**src/rtl/cpu_fetch_queue_pkg.sv**
```systemverilog
// Shared CPU fetch types: queue entry layout, fetch state and instruction-class decode.
// Pure types/functions; no timing or flow control of its own.
package cpu_fetch_queue_pkg;

    localparam int TAG_WIDTH = 4;

    typedef logic [TAG_WIDTH-1:0] fetch_tag_t;

    typedef struct packed {
        fetch_tag_t  tag;
        logic [31:0] instruction;
        logic [31:0] pc;
    } fetch_data_t;

    typedef enum logic {
        FETCH,
        WAIT_JUMP
    } fetch_state_t;

    typedef enum logic [2:0] {
        CLASS_OTHER,
        CLASS_JUMP,
        CLASS_JUMP_CONDITIONAL,
        CLASS_ECALL,
        CLASS_MRET,
        CLASS_WFI
    } instr_class_t;

    localparam logic [6:0]  OPCODE_JAL    = 7'b1101111;
    localparam logic [6:0]  OPCODE_JALR   = 7'b1100111;
    localparam logic [6:0]  OPCODE_BRANCH = 7'b1100011;
    localparam logic [31:0] INSN_ECALL    = 32'h0000_0073;
    localparam logic [31:0] INSN_MRET     = 32'h3020_0073;
    localparam logic [31:0] INSN_WFI      = 32'h1050_0073;

    function automatic instr_class_t decode_class(input logic [31:0] insn);
        instr_class_t cls;
        cls = CLASS_OTHER;
        case (insn[6:0])
            OPCODE_JAL, OPCODE_JALR: cls = CLASS_JUMP;
            OPCODE_BRANCH:           cls = CLASS_JUMP_CONDITIONAL;
            default:                 cls = CLASS_OTHER;
        endcase
        if (insn == INSN_ECALL) cls = CLASS_ECALL;
        if (insn == INSN_MRET)  cls = CLASS_MRET;
        if (insn == INSN_WFI)   cls = CLASS_WFI;
        return cls;
    endfunction

    // Any non-sequential class leaves the next PC unknown until execute resolves it.
    function automatic logic ends_fetch_run(input instr_class_t cls);
        return cls != CLASS_OTHER;
    endfunction

endpackage

```
**src/rtl/cpu_fetch_queue_icache.sv**
```systemverilog
// Direct-mapped instruction cache, one word per line; hits return same cycle, misses forward bus data.
// No request while stalled or in reset; a miss waits on i_bus_ready.
module cpu_fetch_queue_icache #(
    parameter int LINES = 8
) (
    input  logic        i_clock,
    input  logic        i_reset,
    input  logic        i_stall,
    input  logic [31:0] i_address,
    output logic        o_ready,
    output logic [31:0] o_rdata,
    output logic        o_bus_request,
    input  logic        i_bus_ready,
    output logic [31:0] o_bus_address,
    input  logic [31:0] i_bus_rdata
);

    localparam int IDX_W = $clog2(LINES);

    logic [LINES-1:0] line_valid;
    logic [31:0]      line_addr [LINES];
    logic [31:0]      line_data [LINES];
    logic [IDX_W-1:0] index;
    logic             hit;
    logic             active;
    logic             fill;

    assign index         = i_address[IDX_W+1:2];
    assign hit           = line_valid[index] && (line_addr[index] == i_address);
    assign active        = !i_stall && !i_reset;
    assign o_bus_request = active && !hit;
    assign o_bus_address = i_address;
    assign o_ready       = active && (hit || i_bus_ready);
    assign o_rdata       = hit ? line_data[index] : i_bus_rdata;
    assign fill          = o_bus_request && i_bus_ready;

    always_ff @(posedge i_clock) begin
        if (i_reset) begin
            line_valid <= '0;
        end else if (fill) begin
            line_valid[index] <= 1'b1;
        end
    end

    // Contents are only trusted behind line_valid, so they need no reset.
    always_ff @(posedge i_clock) begin
        if (fill) begin
            line_addr[index] <= i_address;
            line_data[index] <= i_bus_rdata;
        end
    end

endmodule

```
**src/rtl/cpu_fetch_queue.sv**
```systemverilog
// Instruction fetch queue: fetches through the icache into a QUEUE_DEPTH entry buffer, halts on control flow, takes interrupts.
// Head is presented combinationally; fetch stalls when full or awaiting a jump, decode backpressures via i_ready.
module cpu_fetch_queue
    import cpu_fetch_queue_pkg::*;
#(
    parameter logic [31:0] RESET_VECTOR = 32'h0000_0000,
    parameter int          QUEUE_DEPTH  = 4
) (
    input  logic                               i_clock,
    input  logic                               i_reset,
    input  logic                               i_jump,
    input  logic [31:0]                        i_jump_pc,
    input  logic                               i_irq_pending,
    input  logic [31:0]                        i_irq_pc,
    output logic                               o_irq_dispatched,
    output logic [31:0]                        o_irq_epc,
    output logic                               o_bus_request,
    input  logic                               i_bus_ready,
    output logic [31:0]                        o_bus_address,
    input  logic [31:0]                        i_bus_rdata,
    output logic                               o_valid,
    input  logic                               i_ready,
    output fetch_data_t                        o_data,
    output logic [$clog2(QUEUE_DEPTH+1)-1:0]   o_level
);

    localparam int PTR_W   = $clog2(QUEUE_DEPTH);
    localparam int LEVEL_W = $clog2(QUEUE_DEPTH + 1);

    fetch_state_t     state;
    logic [31:0]      pc;
    fetch_tag_t       tag;
    fetch_tag_t       next_tag;
    logic [PTR_W-1:0] head_ptr;
    logic [PTR_W-1:0] tail_ptr;
    logic [LEVEL_W-1:0] level;
    fetch_data_t      entries [QUEUE_DEPTH];

    logic        full;
    logic        icache_stall;
    logic        icache_ready;
    logic [31:0] icache_rdata;
    logic        irq_take;
    logic        enqueue;
    logic        dequeue;
    logic        ends_run;

    assign full         = (level == LEVEL_W'(QUEUE_DEPTH));
    assign icache_stall = full || (state != FETCH);
    assign irq_take     = (state == FETCH) && i_irq_pending;
    assign o_valid      = (level != '0) && !irq_take;
    assign dequeue      = o_valid && i_ready;
    assign enqueue      = (state == FETCH) && icache_ready && !full && !irq_take;
    assign next_tag     = tag + fetch_tag_t'(1);
    assign ends_run     = ends_fetch_run(decode_class(icache_rdata));
    assign o_data       = entries[head_ptr];
    assign o_level      = level;

    cpu_fetch_queue_icache u_icache (
        .i_clock       (i_clock),
        .i_reset       (i_reset),
        .i_stall       (icache_stall),
        .i_address     (pc),
        .o_ready       (icache_ready),
        .o_rdata       (icache_rdata),
        .o_bus_request (o_bus_request),
        .i_bus_ready   (i_bus_ready),
        .o_bus_address (o_bus_address),
        .i_bus_rdata   (i_bus_rdata)
    );

    always_ff @(posedge i_clock) begin
        if (i_reset) begin
            state            <= FETCH;
            pc               <= RESET_VECTOR;
            tag              <= '0;
            o_irq_dispatched <= 1'b0;
            o_irq_epc        <= '0;
        end else begin
            o_irq_dispatched <= irq_take;
            // Return to the oldest unexecuted instruction, or to the next fetch if none is buffered.
            o_irq_epc        <= irq_take ? ((level != '0) ? o_data.pc : pc) : '0;
            if (irq_take) begin
                pc <= i_irq_pc;
            end else begin
                case (state)
                    FETCH: begin
                        if (enqueue) begin
                            tag <= next_tag;
                            if (ends_run) begin
                                state <= WAIT_JUMP;
                            end else begin
                                pc <= pc + 32'd4;
                            end
                        end
                    end
                    WAIT_JUMP: begin
                        if (i_jump) begin
                            pc    <= i_jump_pc;
                            state <= FETCH;
                        end
                    end
                    default: state <= FETCH;
                endcase
            end
        end
    end

    always_ff @(posedge i_clock) begin
        if (i_reset || irq_take) begin
            head_ptr <= '0;
            tail_ptr <= '0;
            level    <= '0;
        end else begin
            if (enqueue) tail_ptr <= tail_ptr + PTR_W'(1);
            if (dequeue) head_ptr <= head_ptr + PTR_W'(1);
            case ({enqueue, dequeue})
                2'b10:   level <= level + LEVEL_W'(1);
                2'b01:   level <= level - LEVEL_W'(1);
                default: level <= level;
            endcase
        end
    end

    always_ff @(posedge i_clock) begin
        if (enqueue) begin
            entries[tail_ptr] <= '{tag: next_tag, instruction: icache_rdata, pc: pc};
        end
    end

endmodule
```
**config.mk**
```make
export PLATFORM = sky130hd
export DESIGN_NAME = cpu_fetch_queue
export DESIGN_NICKNAME = d
export VERILOG_FILES = /design/src/rtl/cpu_fetch_queue_pkg.sv /design/src/rtl/cpu_fetch_queue_icache.sv /design/src/rtl/cpu_fetch_queue.sv
export SDC_FILE = /design/constraint.sdc
export NUM_CORES = 1
export LEC_CHECK = 0
export BUFFER_PORTS_ARGS = -buffer_cell sky130_fd_sc_hd__buf_2
export CELL_PAD_IN_SITES_DETAIL_PLACEMENT = 1
export CELL_PAD_IN_SITES_GLOBAL_PLACEMENT = 2
export CORE_ASPECT_RATIO = 0.9
export CORE_MARGIN = 5
export CORE_UTILIZATION = 45
export DETAILED_ROUTE_END_ITERATION = 10
export GPL_ROUTABILITY_DRIVEN = 1
export PLACE_DENSITY_LB_ADDON = 0.2
export SLEW_MARGIN = 25
export SYNTH_ARGS = -nofsm -noshare
export SYNTH_HDL_FRONTEND = slang
export SYNTH_SLANG_ARGS = --single-unit
```
**constraint.sdc**
```tcl
create_clock -name i_clock -period 16.3 [get_ports i_clock]
set_input_delay 2.445 -clock i_clock [delete_from_list [all_inputs] [get_ports i_clock]]
set_output_delay 2.445 -clock i_clock [all_outputs]
set_load 0.02 [all_outputs]
```
* After elaboration in Yosys (flattened, before gate mapping)
Memories as Yosys holds them, arrays and structs flattened. A register that Yosys moved wholly into a read port is not among the register bits. Index checks and enable logic that the tools add are counted.
Operators by class: magnitude comparators 2, $add $sub $neg 6, $mul 0, eq/ne operators 13, bitwise gates (word level) 3, mux-type cells 30, shifts and indexed selects 0, divide/modulo/power cells 0, reduce and logical (&&, ||, !) cells 27
Operators with widths (count):
- $mux 32 | 6
- $pmux 32 s2 | 1
- $add 32x3->32 const B | 1
- $eq 32x29->1 const B | 1
- $eq 32x30->1 const B | 1
- $eq 32x32->1 | 1
- $eq 32x7->1 const B | 1
- $eq 7x7->1 const B | 3
- $mux 3 | 7
- $logic_and 1x1->1 | 12
- $mux 1 | 9
- $or 8x8->8 | 1
- $ne 3x3->1 const B | 2
- $pmux 3 s2 | 1
- $reduce_and 3->1 | 2
- $reduce_bool 3->1 | 2
- $logic_not 1->1 | 5
- $add 2x1->2 const B | 2
- $add 4x1->4 const B | 1
- $lt 3x4->1 const B | 1
- $mux 2 | 2
- $pmux 2 s2 | 1
- $reduce_or 2->1 | 2
- $add 3x1->3 const B | 1
- other kinds (12) | 15
Storage, ports and cells: bits in read-only memories 0, memory bits (writable) 784, bits in latches 0, bits of input ports 102, bits in registers 85, word-level logic and storage cells 93, memories kept 3, output and inout bits 138
Memory list:
- entries | words 4, bits a word 68, rd ports 1, clocked after memory_dff 1, write ports 1, RTL line cpu_fetch_queue.sv:37 | fetch_data_t entries [QUEUE_DEPTH];
- u_icache.line_addr | words 8, bits a word 32, rd ports 1, clocked after memory_dff 1, write ports 1, RTL line cpu_fetch_queue_icache.sv:21 | logic [31:0] line_addr [LINES];
- u_icache.line_data | words 8, bits a word 32, rd ports 1, clocked after memory_dff 1, write ports 1, RTL line cpu_fetch_queue_icache.sv:22 | logic [31:0] line_data [LINES];

* Depth between registers and ports, before layout
depth in word-level cells 17, gate-level depth with buffers 19, depth with buffers taken out 14

* By module
Synthesis repeated with hierarchy kept, for this count alone.
Unflattened totals: cell total of the unflattened synthesis 2036, area, all modules 34719.5 um2
By module, submodules not included:
- cpu_fetch_queue_icache | sequential area each 15534.9 um2, cells an instance 1093, instances 1, area each 20384.6 um2
- cpu_fetch_queue | sequential area each 9749.4 um2, cells an instance 943, instances 1, area each 14335.0 um2

* Worst setup path after synthesis
Ideal clock, no wire load.
path type input to register, start point input i_reset, end point memory u_icache.line_addr[0][0], enable pin, setup slack 5.573 ns, library setup time 0.670 ns, stages 4, arrival time 10.057 ns, path buffers 1, cell sequence clkbuf_1 -> a311oi_1 -> nand2_1 -> nor4b_1
Between the ends: cells in the longest elaborated chain, start to end 6
Ends and longest elaborated chain:
- start, declared | RTL line cpu_fetch_queue.sv:10 | input logic i_reset,
- $logic_not 1->1 | RTL line cpu_fetch_queue_icache.sv:30 | assign active = !i_stall && !i_reset;
- $logic_and 1x1->1 | RTL line cpu_fetch_queue_icache.sv:30
- $logic_and 1x1->1 | RTL line cpu_fetch_queue_icache.sv:31 | assign o_bus_request = active && !hit;
- $logic_and 1x1->1 | RTL line cpu_fetch_queue_icache.sv:35 | assign fill = o_bus_request && i_bus_ready;
- $mux 1 | RTL line cpu_fetch_queue_icache.sv:47 | if (fill) begin
- $mux 1 (implied by the code) | RTL line cpu_fetch_queue_icache.sv:48 | line_addr[index] <= i_address;
- end, declared | RTL line cpu_fetch_queue_icache.sv:21
No other way between the ends.

==> reports/results.ini <==
[placement]
dp_hpwl_mm = 58.5
port-buffer-count = 239
gp_congestion = 0.816

[clocking]
ctsResizeCount = 0
htreeDepth = 3
cts_tree = yes
cts_buffer_depth = 3
cts_setup_buffers = 0
cts.sinks = 874
root_buffer = clkbuf_16
path_clk_slew_ps = 60
ctsHoldBuffers = 0
insertion_delay_ps = 640
cts_buffers = 91

[yosys]
synthTopCellsByArea = edfxtp_1, mux4_2, dfxtp_1
syn_inst = 1965
synth_edf_count = 784
yosysMostFrequentCell = edfxtp_1
synth_top_area_share = 0.676
ys_seq_area_frac = 0.728
yosysTopAreaCell = edfxtp_1
synth_ff_type = edfxtp_1
synth_cell_type_count = 64
synthArstFlopShare = 0
netlist_area_mm2 = 0.0348
synth_common_cells = edfxtp_1, mux4_2, nand2_1
ys_warn_count = 0
synth_nets = 2075
ys_ff_latch = 874
avgSynthCellArea_um2 = 17.7

[setup_path]
reg2reg_setup_slack_ps = 9910
critical_path_class = reg2out
arrival_ps = 5030
worstPathMaxFanout = 45
regToRegEndpoint = u_icache.line_data[6][28]
start_kind = flop
critPathRequiredTime_ps = 13860
cp-endpoint = o_bus_request
reg2reg_depth = 13
cp-end-kind = output pin

[drt]
avgViaCountPerCell = 5.74
drt_iter0_markers = 1555
firstDrtPassIters = 5
vias = 19229
drc_errors = 0
drt_wl_total_mm = 93.3
ant_nets = 0
wl_per_cell_um = 27.8

[finish]
drive_gt1_frac = 0.287
nFillCells = 7057
area_delta_synth_final_pct = 15.5
regArea_mm2 = 0.0254
nets = 2352
multi_input_area_mm2 = 0.00886

[global_routing]
grt.overflow.total = 0
grt_pass1_wl_mm = 138
antenna_found_initial = 4
grt_max_degree = 71
grt_usage = 0.224
grt_pass1_vias = 20711

[floorplanning]
fp.dieH_um = 274
dieArea_mm2 = 0.0830
num_rows = 96
coreArea_mm2 = 0.0765
fp.dieW_um = 303
io_pins = 240
start_util = 0.455

[sta]
rsz0062_at_grt = no
timing_hold_violations_final = 0
maxSlewViolCount = 0
tightest_slew_ps = 1050
setup-tns-final_ps = 0
fmax_mhz = 134
slew_headroom = 0.301
fin_crit_sh = 0.459
min_period_ps = 7480
hold_slack_ps = 455
skew_ps = 23.1
setup_viol = 0

[pwr]
p_leak_nw = 13.3
peakVddDrop_v = 0.0000851
power_density_mw_per_mm2 = 122

[outcome]
status = completed

[flow_run]
cap_violations = 0

[hold_path]
min_path_type = reg2reg

area by class of cell:
type	count	share of cell area
Sequential cell	874	0.631
Multi-Input combinational cell	948	0.220
Clock buffer	114	0.0596
Timing Repair Buffer	304	0.0419
Tap cell	1029	0.0320
Clock inverter	55	0.0129
Inverter	23	0.00215
Antenna cell	3	0.000187
routing by layer:
| metal | GRT usage | share of wire | vias up |
|---|---|---|---|
| li1 | - | - | 8395 |
| met1 | 0.312 | 0.43 | 10190 |
| met5 | 0 | 0.000075 | - |
| met3 | 0.0386 | 0.050 | 142 |
| met4 | 0.0650 | 0.026 | 2 |
| met2 | 0.365 | 0.49 | 500 |
sequential cells by signal, summed over array words and instances, names as in the netlist, named ones only:
name	flops
u_icache.line_addr	256
state	1
pc	32
entries	272
tail_ptr	2
u_icache.line_valid	8
u_icache.line_data	256
tag	4
head_ptr	2
o_irq_dispatched	1
o_irq_epc	32
o_level	3
worst max-delay path: stages, from the launching register on:
cell and delay (ps):
dfxtp_4 740, buf_4 710, buf_4 870, mux4_2 610, mux2i_1 180, xor2_1 200, nand4_1 150, nor3_1 280
and4bb_4 320, nor2b_1 100, buf_2 170
cell families (layout without fill, tap and decap cells):
kind of cell / after synthesis / after routing / synth area share
AO/OA/AOI/OAI: 238 / 238 / 0.0445
XOR/XNOR: 53 / 53 / 0.0133
adder cells (fa/ha/maj): 8 / 8 / 0.00309
buffers and inverters: 143 / 496 / 0.0195
flip-flops: 874 / 874 / 0.728
multiplexers: 274 / 274 / 0.141
other: 0 / 3 / 0
AND/OR/NAND/NOR: 375 / 375 / 0.0504
power breakdown:
part	total (mW)	internal (mW)	switching, mW	leakage [nW]
Sequential	2.52	2.49	0.0305	7.90
Clock	2.04	1.17	0.863	1.42
Combinational	0.356	0.128	0.228	3.98
how the worst min path moves through the flow:
stage                      startpoint                      to  slack (ps)  cells after the start
6_report       u_icache.line_valid[2]  u_icache.line_valid[2]         450                      2
5_1_grt        u_icache.line_valid[2]  u_icache.line_valid[2]         470                      2
3_3_place_gp   u_icache.line_valid[2]  u_icache.line_valid[2]         450                      2
2_1_floorplan  u_icache.line_valid[3]  u_icache.line_valid[3]         430                      2
4_1_cts        u_icache.line_valid[2]  u_icache.line_valid[2]         450                      2
3_5_place_dp   u_icache.line_valid[2]  u_icache.line_valid[2]         440                      2
through the flow:
| stage | power (mW) | instances | setup slack (ps) | instance area (um2) | util |
|---|---|---|---|---|---|
| 4_1_cts | 4.95 | 3347 | 8630 | 40200 | 0.525 |
| 6_report | 4.91 | 3350 | 8820 | 40200 | 0.525 |
| 2_1_floorplan | 2.78 | 1965 | 5570 | 34800 | - |
| 3_5_place_dp | 2.92 | 3178 | 9310 | 37300 | 0.487 |
| 5_1_grt | 5.08 | 3349 | 8440 | 40200 | 0.525 |
| 3_3_place_gp | 2.91 | 3178 | 9370 | 37300 | 0.487 |
cells in the final DEF (no fill, tap or decap), types with 24 or more instances in the layout:
master,netlist,final
a21oi_1,85,85
buf_2,26,239
buf_4,13,65
clkbuf_16,0,92
dfxtp_1,90,85
edfxtp_1,784,784
mux2_2,24,24
mux2i_1,78,77
mux4_2,171,171
nand2_1,151,151
nand3_1,28,28
nor2_1,76,76
nor3_1,31,29
xor2_1,33,33
(Power assumes the default switching activity.)
